File: src/rtl/lif_membrane_integrator.sv
// Leaky integrate-and-fire membrane stage: accumulates signed weights with shift leak, fires on cmp_ge.
// Latency: accepted weight/leak visible on membrane after one edge; spike one edge after cmp_ge rises.
// Backpressure: in_ready high only while integrating and enabled; weights offered on a fire cycle are dropped.
//
// Ports:
//   clk, rst_n          rising-edge clock, asynchronous active-low reset
//   ena                 stage enable; low freezes all state
//   in_valid/in_weight  signed synaptic weight with its valid; in_ready is the handshake
//   leak_tick           apply one leak step (membrane -= membrane >> LEAK_SHIFT)
//   cmp_ge              threshold comparator result (GT|EQ), combinational from membrane
//   membrane            registered membrane potential, comparator A operand
//   spike               registered one-cycle fire pulse
//   refractory          high in FIRE and REFRACT
//   spike_count         saturating count of spikes emitted
module lif_membrane_integrator #(
    parameter int               WIDTH      = 8,
    parameter int               LEAK_SHIFT = 3,
    parameter int               REFRACT    = 4,
    parameter logic [WIDTH-1:0] RESET_V    = '0
) (
    input  logic             clk,
    input  logic             rst_n,
    input  logic             ena,
    input  logic             in_valid,
    input  logic [WIDTH-1:0] in_weight,
    output logic             in_ready,
    input  logic             leak_tick,
    input  logic             cmp_ge,
    output logic [WIDTH-1:0] membrane,
    output logic             spike,
    output logic             refractory,
    output logic [7:0]       spike_count
);

    typedef enum logic [1:0] {
        ST_INTEGRATE = 2'd0,
        ST_FIRE      = 2'd1,
        ST_REFRACT   = 2'd2
    } state_t;

    localparam logic [3:0] REFRACT_L = 4'(REFRACT);

    state_t                 state_q, state_d;
    logic [3:0]             rcnt_q, rcnt_d;
    logic [WIDTH-1:0]       mem_d;
    logic [7:0]             cnt_d;
    logic                   spike_d;

    logic [WIDTH-1:0]       leaked;
    logic [WIDTH-1:0]       base;
    logic signed [WIDTH+1:0] sum;
    logic [WIDTH-1:0]       clamped;
    logic                   accept;

    assign in_ready   = ena && (state_q == ST_INTEGRATE);
    assign refractory = (state_q != ST_INTEGRATE);

    // cmp_ge has priority over acceptance: a fire cycle discards the offered weight
    assign accept = in_valid && in_ready && !cmp_ge;

    // Leak is applied before the weight add; with LEAK_SHIFT=0 the leak empties the membrane
    assign leaked = membrane - (membrane >> LEAK_SHIFT);
    assign base   = leak_tick ? leaked : membrane;

    // Two guard bits make the sum a signed value that cannot overflow: range is -128 .. 382
    assign sum = $signed({2'b00, base}) + $signed({{2{in_weight[WIDTH-1]}}, in_weight});

    always_comb begin
        clamped = sum[WIDTH-1:0];
        if (sum[WIDTH+1]) begin
            clamped = '0;
        end else if (sum[WIDTH]) begin
            clamped = '1;
        end
    end

    always_comb begin
        state_d = state_q;
        rcnt_d  = rcnt_q;
        mem_d   = membrane;
        cnt_d   = spike_count;
        if (ena) begin
            case (state_q)
                ST_INTEGRATE: begin
                    if (cmp_ge) begin
                        state_d = ST_FIRE;
                        mem_d   = RESET_V;
                        rcnt_d  = REFRACT_L;
                        if (spike_count != 8'hFF) begin
                            cnt_d = spike_count + 8'd1;
                        end
                    end else if (accept) begin
                        mem_d = clamped;
                    end else begin
                        mem_d = base;
                    end
                end
                ST_FIRE: begin
                    mem_d   = RESET_V;
                    state_d = (REFRACT_L != 4'd0) ? ST_REFRACT : ST_INTEGRATE;
                end
                ST_REFRACT: begin
                    mem_d  = RESET_V;
                    rcnt_d = rcnt_q - 4'd1;
                    if (rcnt_q == 4'd1) begin
                        state_d = ST_INTEGRATE;
                    end
                end
                default: begin
                    state_d = ST_INTEGRATE;
                    mem_d   = RESET_V;
                end
            endcase
        end
        // A disabled cycle always clears the pulse, even if FIRE is being held
        spike_d = ena && (state_d == ST_FIRE);
    end

    always_ff @(posedge clk or negedge rst_n) begin
        if (!rst_n) begin
            state_q     <= ST_INTEGRATE;
            rcnt_q      <= '0;
            membrane    <= RESET_V;
            spike       <= 1'b0;
            spike_count <= '0;
        end else begin
            state_q     <= state_d;
            rcnt_q      <= rcnt_d;
            membrane    <= mem_d;
            spike       <= spike_d;
            spike_count <= cnt_d;
        end
    end

endmodule

File: config.mk
export PLATFORM = sky130hd
export DESIGN_NAME = lif_membrane_integrator
export DESIGN_NICKNAME = d
export VERILOG_FILES = /design/src/rtl/lif_membrane_integrator.sv
export SDC_FILE = /design/constraint.sdc
export NUM_CORES = 1
export LEC_CHECK = 0
export CAP_MARGIN = 20
export CORE_AREA = 2 2 66 68
export DETAILED_ROUTE_END_ITERATION = 10
export DIE_AREA = 0 0 68 70
export GPL_ROUTABILITY_DRIVEN = 0
export PLACE_DENSITY = 0.8
export SLEW_MARGIN = 25
export SYNTH_ARGS = -nofsm -noshare
export SYNTH_HDL_FRONTEND = slang
export SYNTH_SLANG_ARGS = --single-unit
File: constraint.sdc
create_clock -name clk -period 6.8 [get_ports clk]
set_input_delay 1.7 -clock clk [delete_from_list [all_inputs] [get_ports clk]]
set_output_delay 1.7 -clock clk [all_outputs]
set_load 0.005 [all_outputs]
### Yosys cells after proc, flatten, opt, wreduce, memory -nomap -nowiden

Cells that the tools add are included.

| word-level totals | value |
|---|---|
| register bits | 23 |
| memory bits (read-only) | 0 |
| latch bits | 0 |
| input port bits | 14 |
| word-level logic and storage cells | 37 |
| memories | 0 |
| memory bits (writable) | 0 |
| output and inout bits | 19 |

| cells by class | value |
|---|---|
| order comparisons | 0 |
| shifts and indexed selects | 0 |
| $mul | 0 |
| add/sub/neg operators | 4 |
| mux-type cells | 12 |
| bitwise gates (word level) | 0 |
| divide/modulo/power cells | 0 |
| equal/unequal tests | 6 |
| reductions and logical operators | 10 |

Operator list:

| operator | count |
|---|---|
| two-way mux 8 bit | 6 |
| adder 9 x 8 -> 10 bit | 1 |
| adder 8 x 1 -> 8 bit (second input constant) | 1 |
| != test 8 bit (second input constant) | 1 |
| case mux 4 bit (2 select lines) | 1 |
| subtractor 8 x 5 -> 8 bit | 1 |
| two-way mux 2 bit | 3 |
| case mux 2 bit (3 select lines) | 1 |
| == test 2 x 1 -> 1 bit (second input constant) | 2 |
| == test 4 x 1 -> 1 bit (second input constant) | 1 |
| logical AND 1 bit | 4 |
| two-way mux 4 bit | 1 |
| AND reduction 4 bit | 1 |
| nonzero test 2 bit | 2 |
| subtractor 4 x 1 -> 4 bit (second input constant) | 1 |
| AND reduction 3 bit | 1 |
| == test 2 bit (second input constant) | 1 |
| logical NOT 2 bit | 1 |
| != test 2 bit (second input constant) | 1 |
| logical NOT 1 bit | 1 |

### Logic depth before layout (Yosys ltp)

Gate-level depths: netlist of the first run.

| depth | value |
|---|---|
| depth in word-level cells | 8 |
| depth in mapped cells | 17 |
| gate-level depth less buffers | 17 |

### Least setup slack after synthesis of the first run

No wires, ideal clock.

| timing | value |
|---|---|
| kind | input-to-reg |
| from | input leak_tick |
| to | register membrane[7] |
| path slack | 2.821 ns |
| buffers on the path | 1 |
| stages on the path | 9 |
| data required time | 6.656 ns |
| arrival | 3.834 ns |
| library setup time | 0.144 ns |
| path through | clkbuf_1 -> a21oi_1 -> ha_1 -> fa_1 -> a21o_1 -> a221oi_4 -> o311ai_4 -> o41ai_2 -> o221ai_1 |

| between the ends | value |
|---|---|
| word-level cells in the longest chain between the ends | 7 |

RTL lines:

| element | line | text |
|---|---|---|
| start: declaration | 27 | `input logic leak_tick,` |
| two-way mux 8 bit * | 63 | `assign base = leak_tick ? leaked : membrane;` |
| adder 9 x 8 -> 10 bit | 66 | `assign sum = $signed({2'b00, base}) + $signed({{2{in_weight[WIDTH-1]}}, in_weight});` |
| two-way mux 8 bit | 72 | `end else if (sum[WIDTH]) begin` |
| two-way mux 8 bit | 70 | `if (sum[WIDTH+1]) begin` |
| two-way mux 8 bit * | 92 | `end else if (accept) begin` |
| two-way mux 8 bit * | 85 | `if (cmp_ge) begin` |
| two-way mux 8 bit * | 83 | `case (state_q)` |
| end signal: assignment | 129 | `membrane <= mem_d;` |
| end: declaration | 29 | `output logic [WIDTH-1:0] membrane,` |

Every way passes the cells marked *; elsewhere a longest branch is shown, timed or not.
A chain may end at the register's enable or synchronous reset.

### Worst setup path after layout of the first run

| timing | value |
|---|---|
| from | input ena |
| to | output in_ready |

| between the ends | value |
|---|---|
| word-level cells in the longest chain between the ends | 1 |

RTL lines:

| element | line | text |
|---|---|---|
| start: declaration | 23 | `input logic ena,` |
| logical AND 1 bit | 55 | `assign in_ready = ena && (state_q == ST_INTEGRATE);` |
| end: declaration | 26 | `output logic in_ready,` |

No other way between the ends.

==> run_results.csv, run 1 <==
group,metric,value,unit
drt,drc,0,
place,dp_hpwl,3060,um
run_status,status,"finished clean",
power_and_ir_drop,irDropWorstVdd,266,uV
min_path,hp-class,"flip-flop to flip-flop",
synthesis,yosys_warnings,0,
clock_network,hold_buffers,0,
synthesis,synth_top_area_share,0.319,
synthesis,synth.top_cells.by_area,"dfrtp_1 (32%), ha_1 (12%), xnor2_1 (7.3%)",
setup_path,required,5.10,ns
sta,hold_viol,0,
drt,ant_nets,0,
drt,via_per_inst,5.41,
synthesis,synth_compound_area_frac,0.214,
grt,grt_max_degree,24,
clock_network,cts_buffer_depth,2,
sta,max_freq,203,MHz
sta,min_period,4.92,ns
die,io_pins,33,
die,die-area,4760,um2
die,start_util,0.436,
setup_path,crit_type,"input pin to primary output",
setup_path,critPathMaxStageDelay,0.65,ns
drt,wire_per_inst,13.5,um
setup_path,regToRegSetupSlack,3.15,ns
power_and_ir_drop,p_leak,0.975,nW
synthesis,ys_types,46,
die,fp.dieH,70,um
die,core_area,4140,um2
cells_and_area,drive_above_1_share,0.0830,
cells_and_area,antenna_cells,0,
synthesis,synthFlopType,"dfrtp_1",
die,die_w,68,um
synthesis,synth-edff-count,0,
grt,overflow,0,
clock_network,cts-resized-gates,0,
die,rows,24,
setup_path,cp_common_cell,"clkdlybuf4s50_1",
clock_network,clk_root_buffer_cell,"clkbuf_8",
synthesis,synth_fa_ha_area_frac,0.140,
synthesis,synth_nets,226,
setup_path,path_cells,"clkdlybuf4s50_1 > nand2b_1 > nor2_1 > clkdlybuf4s50_1",
sta,worst_pin_slew,0.519,ns
setup_path,cp-end-kind,"primary output",
synthesis,syn_inst,193,
synthesis,synth_simple_gate_area_frac,0.165,
setup_path,crit_path_start_kind,"input pin",
place,port_buffers,32,
sta,fin_tns_setup,0,ns
setup_path,worstPathArrival,3.22,ns
sta,period_share,0.724,
synthesis,synth_top_family_by_area,"compound AO/OA/AOI/OAI gates",
synthesis,ys_ff_latch,23,
clock_network,cts_tree,"done",
synthesis,ys_seq_area_frac,0.319,
clock_network,cts_made_buffers,3,
drt,drt_iter0_drc,78,
setup_path,crit_slowest_cell,"clkdlybuf4s50_1",
sta,rsz0062_at_grt,"no",
cells_and_area,final_util,0.540,
power_and_ir_drop,p_per_area,586,nW/um2
synthesis,synth_xor_area_frac,0.0970,
setup_path,crit_fanout,7,
sta,setup_violations,0,
grt,grt_pass1_vias,1462,
synthesis,syn_area_per_cell,9.36,um2
cells_and_area,final_cell_mix,"clkdlybuf4s50_1 (31), dfrtp_1 (23), nand2_1 (20)",
synthesis,yosys.area.top_type,"dfrtp_1",
sta,slew-limit-headroom,0.654,
clock_network,clk_pin_slew,0.08,ns
drt,wirelength,3790,um
clock_network,clk_latency,0.26,ns
grt,antenna_found_initial,0,
cells_and_area,nets,263,
synthesis,synthesis.area,1810,um2
drt,dr.pass1.iters,6,
job,cap_violations,0,
cells_and_area,area_delta_synth_final,23.8,%
sta,maxSlewViolCount,0,
drt,vias,1519,
clock_network,clock_sinks,23,
synthesis,synth_mux_area_frac,0.0263,
cells_and_area,layout_commonest_cell,"clkdlybuf4s50_1",
grt,grt_pass1_wl,6580,um
clock_network,post_cts_buffers,0,
clock_network,cts_htree_levels,1,
synthesis,async_flop_share,1.00,
sta,skew,0.00207,ns
grt,grtUsageTotal,0.173,
cell type report:
| class | instances | area [um2] |
|---|---|---|
| Fill cell | 394 | 1910 |
| Multi-Input combinational cell | 151 | 1160 |
| Sequential cell | 23 | 576 |
| Timing Repair Buffer | 33 | 323 |
| Inverter | 18 | 67.6 |
| Tap cell | 52 | 65.1 |
| Clock buffer | 3 | 41.3 |
| Clock inverter | 1 | 5.00 |
final timing paths:
| check | end | from | cells past startpoint |
|---|---|---|---|
| max reg2reg | membrane[6] | membrane[0] | 16 |
| max in group asynchronous | spike_count[1] | rst_n | 1 |
| min | spike_count[6] | spike_count[6] | 1 |
| max | in_ready | ena | 4 |
| min reg2reg | spike_count[6] | spike_count[6] | 1 |
| min in group asynchronous | membrane[1] | rst_n | 1 |
where the power goes:
| group | switching, mW | internal, mW | total [mW] | leakage [nW] |
|---|---|---|---|---|
| clock network | 0.0442 | 0.0409 | 0.0852 | 0.0255 |
| registers | 0.0609 | 0.185 | 0.246 | 0.302 |
| logic | 0.512 | 0.466 | 0.978 | 0.648 |
kinds of logic after synthesis:
kind of cell               Yosys count
AOI/OAI and AO/OA                   51
xor gates and xnor gates            20
adders and majority gates           19
buffers and inverters               19
DFF                                 23
muxes                                4
and+or+nand+nor                     57
sequential cells by signal, indices dropped and copies added (netlist names):
| signal | cells |
|---|---|
| rcnt_q | 4 |
| state_q | 2 |
| spike_count | 8 |
| spike | 1 |
| membrane | 8 |
stage by stage:
stage	setup WS (ns)	hold slack, ns	std cells	total power [mW]	area, um2
finish	1.88	0.505	281	1.31	2240
global route	1.79	0.543	281	1.45	2240
CTS	1.88	0.516	281	1.32	2240
detailed placement	1.89	0.501	277	1.23	2200
global placement	1.93	0.485	277	1.20	2200
floorplan	2.82	0.467	193	0.992	1810
layer usage:
layer | up-vias | global-route usage | share of wire
li1 | 768 | - | -
met1 | 707 | 0.241 | 0.46
met2 | 37 | 0.280 | 0.48
met3 | 7 | 0.0403 | 0.051
met4 | 0 | 0.0200 | 0.0095
met5 | - | 0 | 0
cell usage after synthesis, drive strengths merged (2+ instances only):
library cell and number:
a21oi 10, inv 18, a221o 2, o21ai 14, nor4 2, nand3 4
or3 2, o21a 3, o211ai 2, nand4 3, mux2 3, fa 2
xor2 5, nor2 12, and2 2, nand2 20, nand2b 4, o41ai 3
ha 17, a32oi 3, a21o 3, a211oi 2, xnor2 15, dfrtp 23
critical path: cells and delay by family:
kind	cells	cell delay, ns
buffers and inverters	2	1.17
AND/OR/NAND/NOR	2	0.35
Power figures use the tool's default switching activity.
==> run 2, diff against run 1 <==
--- a/config.mk
+++ b/config.mk
@@ -10,7 +10,7 @@
 export DETAILED_ROUTE_END_ITERATION = 10
 export DIE_AREA = 0 0 68 70
 export GPL_ROUTABILITY_DRIVEN = 0
-export PLACE_DENSITY = 0.8
+export PLACE_DENSITY = 0.83
 export SLEW_MARGIN = 25
 export SYNTH_ARGS = -nofsm -noshare
 export SYNTH_HDL_FRONTEND = slang
==> constraint.sdc (replaced) <==
create_clock -name clk -period 4.4 [get_ports clk]
set_input_delay 1.1 -clock clk [delete_from_list [all_inputs] [get_ports clk]]
set_output_delay 1.1 -clock clk [all_outputs]
set_load 0.005 [all_outputs]
==> run 2 against run 1 <==
  * Sequential share of layout area down 0.17 points
  * Critical path depth rose by 8
  * Wire length grew 7.5%
  * Combinational power rose by 57%
  * Critical path type is now input pin to flip-flop
  * Sequential power rose by 56%
==> run_results.csv, run 2 (synthesis gave the netlist of run 1 again) <==
group,metric,value,unit
setup_path,worstPathArrival,3.96,ns
cells_and_area,nets,265,
power_and_ir_drop,clock_power_share,0.066,
drt,drt_iter0_drc,163,
sta,fin_tns_setup,0,ns
power_and_ir_drop,p_per_area,915,nW/um2
sta,hold_viol,0,
sta,period_share,0.856,
clock_network,clk_pin_slew,0.08,ns
setup_path,worst_r2r_startpoint,"membrane[4]",
cells_and_area,final_cell_mix,"clkdlybuf4s50_1 (31), dfrtp_1 (23), nand2_1 (20)",
power_and_ir_drop,p_sw_frac,0.480,
setup_path,critPathMaxStageDelay,0.55,ns
drt,vias,1579,
clock_network,hold_buffers,0,
power_and_ir_drop,p_switching,988,uW
die,io_pins,33,
min_path,whs_endpoint,"spike_count[6]",
clock_network,post_cts_buffers,0,
run_status,status,"finished clean",
drt,wire_per_inst,14.4,um
grt,grt_pass1_vias,1534,
sta,worst_pin_slew,0.508,ns
cells_and_area,layout_commonest_cell,"clkdlybuf4s50_1",
clock_network,cts_made_buffers,3,
drt,wirelength,4080,um
sta,setup_slack,0.634,ns
grt,overflow,0,
place,dpl-instance-area,2210,um2
job,cap_violations,0,
drt,ant_nets,0,
cells_and_area,fin_area,2250,um2
setup_path,path_depth,12,
sta,maxSlewViolCount,0,
clock_network,clk_root_buffer_cell,"clkbuf_8",
power_and_ir_drop,finalPower,2.06,mW
min_path,hold_path_startpoint,"spike_count[6]",
setup_path,crit_fanout,8,
sta,slew-limit-headroom,0.661,
power_and_ir_drop,seq_power_share,0.186,
grt,grt_max_degree,24,
power_and_ir_drop,pwr-share-comb,0.748,
grt,grt_pass1_wl,6910,um
clock_network,cts_buffer_depth,2,
setup_path,crit_path_start_kind,"input pin",
power_and_ir_drop,internal_power,1.07,mW
die,fp.dieH,70,um
setup_path,critical_path_buf_inv_count,1,
setup_path,r2r_cells,13,
clock_network,clk_latency,0.27,ns
cells_and_area,drive_above_1_share,0.0909,
die,die-area,4760,um2
setup_path,crit_type,"input pin to flip-flop",
drt,dr.pass1.iters,4,
sta,min_period,3.77,ns
clock_network,cts-resized-gates,0,
place,dp_hpwl,3270,um
setup_path,required,4.59,ns
min_path,hold_depth,1,
die,core_area,4140,um2
sta,skew,0.00310,ns
cells_and_area,largest_registers,"membrane: 8 flops, spike_count: 8 flops, rcnt_q: 4 flops",
sta,max_freq,266,MHz
cells_and_area,antenna_cells,0,
grt,antenna_found_initial,0,
setup_path,cp_top_family,"compound AO/OA/AOI/OAI gates",
setup_path,path_cells,"clkdlybuf4s50_1 > nand2b_1 > nor2_1 > o21ai_0 > xnor2_1 > ha_1 > a21oi_1 > and2_1 > a32oi_1 > mux2i_2 > o21ai_0 > o211ai_1",
cells_and_area,area_delta_synth_final,24.7,%
place,post-place-ws,0.350,ns
drt,drc,0,
place,port_buffers,32,
drt,via_per_inst,5.58,
sta,setup_violations,0,
power_and_ir_drop,p_leak,0.985,nW
clock_network,cts_tree,"done",
setup_path,regToRegSetupSlack,0.73,ns
clock_network,clock_sinks,23,
setup_path,reg2reg_to,"membrane[7]",
die,rows,24,
grt,grtUsageTotal,0.187,
setup_path,crit_slowest_cell,"clkdlybuf4s50_1",
min_path,hp-class,"flip-flop to flip-flop",
cells_and_area,final_util,0.543,
setup_path,cp_common_cell,"o21ai_0",
clock_network,cts_htree_levels,1,
power_and_ir_drop,irDropWorstVdd,342,uV
sta,rsz0062_at_grt,"no",
setup_path,cp-end-kind,"flip-flop",
die,die_w,68,um
die,start_util,0.436,
-- run 2: cell count changes in the layout (fill, tap and decap cells not counted), sizes merged --
cell and delta:
buf +2
-- run 2: stage by stage --
step / hold slack, ns / cells
3_5_place_dp: 0.505 / 279
2_1_floorplan: 0.467 / 193
6_report: 0.505 / 283
4_1_cts: 0.519 / 283
5_1_grt: 0.526 / 283
3_3_place_gp: 0.488 / 279
-- run 2: power by group through the flow --
stage | clock network (mW) | registers (mW) | logic [mW]
floorplan | 0 | 0.369 | 1.16
global placement | 0 | 0.383 | 1.49
detailed placement | 0 | 0.387 | 1.53
CTS | 0.138 | 0.383 | 1.54
global route | 0.144 | 0.398 | 1.73
finish | 0.136 | 0.383 | 1.54
-- run 2: layer usage --
metal	global-route usage	vias to the layer above	part of all wire
li1	-	770	-
met1	0.255	747	0.45
met2	0.297	53	0.48
met3	0.0370	9	0.053
met4	0.0533	0	0.019
met5	0	-	0
-- run 2: layout make-up --
cell class                      count  area (um2)
Multi-Input combinational cell    151        1160
Fill cell                         406        1890
Tap cell                           52        65.1
Inverter                           18        67.6
Timing Repair Buffer               35         338
Clock buffer                        3        41.3
Clock inverter                      1        5.00
Sequential cell                    23         576
-- run 2: how the worst max path moves through the flow --
| stage | startpoint | to | slack, ns |
|---|---|---|---|
| final | leak_tick | membrane[6] | 0.63 |
| after global routing | leak_tick | membrane[6] | 0.35 |
| after CTS | leak_tick | membrane[7] | 0.65 |
| after detailed placement | leak_tick | membrane[7] | 0.35 |
| after global placement | leak_tick | membrane[7] | 0.46 |
| after floorplan | leak_tick | membrane[7] | 1.02 |
-- run 2: worst reg2reg max path, stage by stage, from the launching register on --
cell	delay, ns
dfrtp_1	0.43
inv_1	0.15
ha_1	0.26
nor2b_1	0.13
o21ai_0	0.29
a21oi_1	0.16
a211oi_1	0.38
xnor2_1	0.12
ha_1	0.39
and3_4	0.22
a221oi_4	0.35
o311ai_4	0.17
o41ai_2	0.35
o221ai_1	0.15
==> run 3, diff against run 2 <==
--- a/config.mk
+++ b/config.mk
@@ -11,7 +11,6 @@
 export DIE_AREA = 0 0 68 70
 export GPL_ROUTABILITY_DRIVEN = 0
 export PLACE_DENSITY = 0.83
-export SLEW_MARGIN = 25
 export SYNTH_ARGS = -nofsm -noshare
 export SYNTH_HDL_FRONTEND = slang
 export SYNTH_SLANG_ARGS = --single-unit
==> run 3 against run 2 <==
  * Setup slack better by 0.013 ns
  * Critical endpoint unchanged
  * Global-route usage is the same
  * Via count is essentially flat
  * Critical path depth is the same
  * Wire length grew 1.1%
  * Highest routed layer unchanged
  * Final cell count rose by 0.35%
  * Sequential cell count did not move
==> run_results.csv, run 3 (synthesis gave the netlist of run 1 again) <==
group,metric,value,unit
grt,grt_max_degree,24,
min_path,hold_path_startpoint,"spike_count[6]",
place,port_buffers,32,
die,fp.dieH,70,um
die,start_util,0.436,
setup_path,regToRegSetupSlack,0.73,ns
drt,via_per_inst,5.56,
power_and_ir_drop,p_per_area,904,nW/um2
clock_network,clk_latency,0.27,ns
cells_and_area,antenna_cells,0,
drt,ant_nets,0,
setup_path,cp_top_family,"compound AO/OA/AOI/OAI gates",
die,die-area,4760,um2
grt,overflow,0,
setup_path,critPathMaxStageDelay,0.54,ns
clock_network,cts_htree_levels,1,
sta,rsz0062_at_grt,"no",
clock_network,clk_pin_slew,0.08,ns
clock_network,cts_tree,"done",
power_and_ir_drop,irDropWorstVdd,343,uV
die,io_pins,33,
setup_path,required,4.59,ns
die,die_w,68,um
grt,antenna_found_initial,0,
cells_and_area,layout_commonest_cell,"clkdlybuf4s50_1",
setup_path,path_cells,"clkdlybuf4s50_1 > nand2b_1 > nor2_1 > o21ai_0 > xnor2_1 > ha_1 > a21oi_1 > and2_1 > a32oi_1 > mux2i_2 > o21ai_0 > o211ai_1",
setup_path,cp_common_cell,"o21ai_0",
sta,fin_tns_setup,0,ns
cells_and_area,drive_above_1_share,0.0905,
cells_and_area,final_util,0.551,
setup_path,crit_type,"input pin to flip-flop",
setup_path,reg2reg_to,"membrane[7]",
setup_path,crit_slowest_cell,"clkdlybuf4s50_1",
min_path,whs_endpoint,"spike_count[6]",
drt,dr.pass1.iters,4,
cells_and_area,nets,266,
sta,max_freq,266,MHz
cells_and_area,largest_registers,"membrane: 8 flops, spike_count: 8 flops, rcnt_q: 4 flops",
clock_network,post_cts_buffers,0,
sta,period_share,0.853,
sta,skew,0.00384,ns
sta,slew-limit-headroom,0.716,
sta,setup_violations,0,
sta,maxSlewViolCount,0,
grt,grt_pass1_wl,6910,um
power_and_ir_drop,p_leak,0.997,nW
min_path,hp-class,"flip-flop to flip-flop",
drt,drc,0,
place,dp_hpwl,3270,um
sta,min_period,3.75,ns
setup_path,critical_path_buf_inv_count,1,
setup_path,worstPathArrival,3.94,ns
setup_path,r2r_cells,13,
job,cap_violations,0,
clock_network,clock_sinks,23,
min_path,hold_depth,1,
clock_network,cts_buffer_depth,2,
cells_and_area,nFillCells,401,
setup_path,path_depth,12,
clock_network,cts_made_buffers,3,
sta,hold_viol,0,
sta,worst_pin_slew,0.424,ns
die,core_area,4140,um2
die,rows,24,
setup_path,cp-end-kind,"flip-flop",
cells_and_area,area_delta_synth_final,26.3,%
setup_path,worst_r2r_startpoint,"membrane[4]",
setup_path,crit_fanout,8,
setup_path,crit_path_start_kind,"input pin",
run_status,status,"finished clean",
drt,drt_iter0_drc,122,
drt,wire_per_inst,14.5,um
drt,vias,1580,
clock_network,cts-resized-gates,0,
clock_network,hold_buffers,0,
grt,grt_pass1_vias,1534,
clock_network,clk_root_buffer_cell,"clkbuf_8",
drt,wirelength,4120,um
cells_and_area,final_cell_mix,"clkdlybuf4s50_1 (32), dfrtp_1 (23), nand2_1 (20)",
grt,grtUsageTotal,0.187,
-- run 3: worst max-delay path by stage --
stage / slack, ns / start / endpoint
after floorplan: 1.02 / leak_tick / membrane[7]
after CTS: 0.65 / leak_tick / membrane[7]
final: 0.65 / leak_tick / membrane[6]
after global placement: 0.46 / leak_tick / membrane[7]
after detailed placement: 0.35 / leak_tick / membrane[7]
after global routing: 0.35 / leak_tick / membrane[6]
-- run 3: layer usage --
metal,vias to the layer above,wire length (um),track usage
li1,773,-,-
met1,749,1820,0.255
met2,49,2020,0.297
met3,9,196,0.0370
met4,0,80,0.0533
met5,-,0,0
-- run 3: power by group --
part / total (mW) / internal, mW / switching, mW
registers: 0.383 / 0.286 / 0.0965
logic: 1.54 / 0.725 / 0.819
clock network: 0.136 / 0.0634 / 0.0729
-- run 3: cell type report --
class | instances | area [um2] | area share
Clock buffer | 3 | 41.3 | 0.0181
Clock inverter | 1 | 5.00 | 0.00219
Inverter | 18 | 67.6 | 0.0296
Multi-Input combinational cell | 151 | 1160 | 0.508
Sequential cell | 23 | 576 | 0.252
Tap cell | 52 | 65.1 | 0.0285
Timing Repair Buffer | 36 | 368 | 0.161
-- run 3: metrics by stage --
step	setup slack, ns	hold WS (ns)	cell area (um2)	total power [mW]	cells
global route	0.346	0.526	2280	2.27	284
floorplan	1.02	0.467	1810	1.53	193
finish	0.647	0.505	2280	2.06	284
CTS	0.647	0.519	2260	2.06	283
global placement	0.465	0.488	2210	1.87	279
detailed placement	0.350	0.505	2210	1.91	279
-- run 3: worst register-to-register path, stage by stage, from the launching register on --
cell      delay (ns)
dfrtp_1         0.43
inv_1           0.15
ha_1            0.26
nor2b_1         0.13
o21ai_0         0.29
a21oi_1         0.16
a211oi_1        0.37
xnor2_1         0.12
ha_1            0.39
and3_4          0.22
a221oi_4        0.35
o311ai_4        0.17
o41ai_2         0.35
o221ai_1        0.15
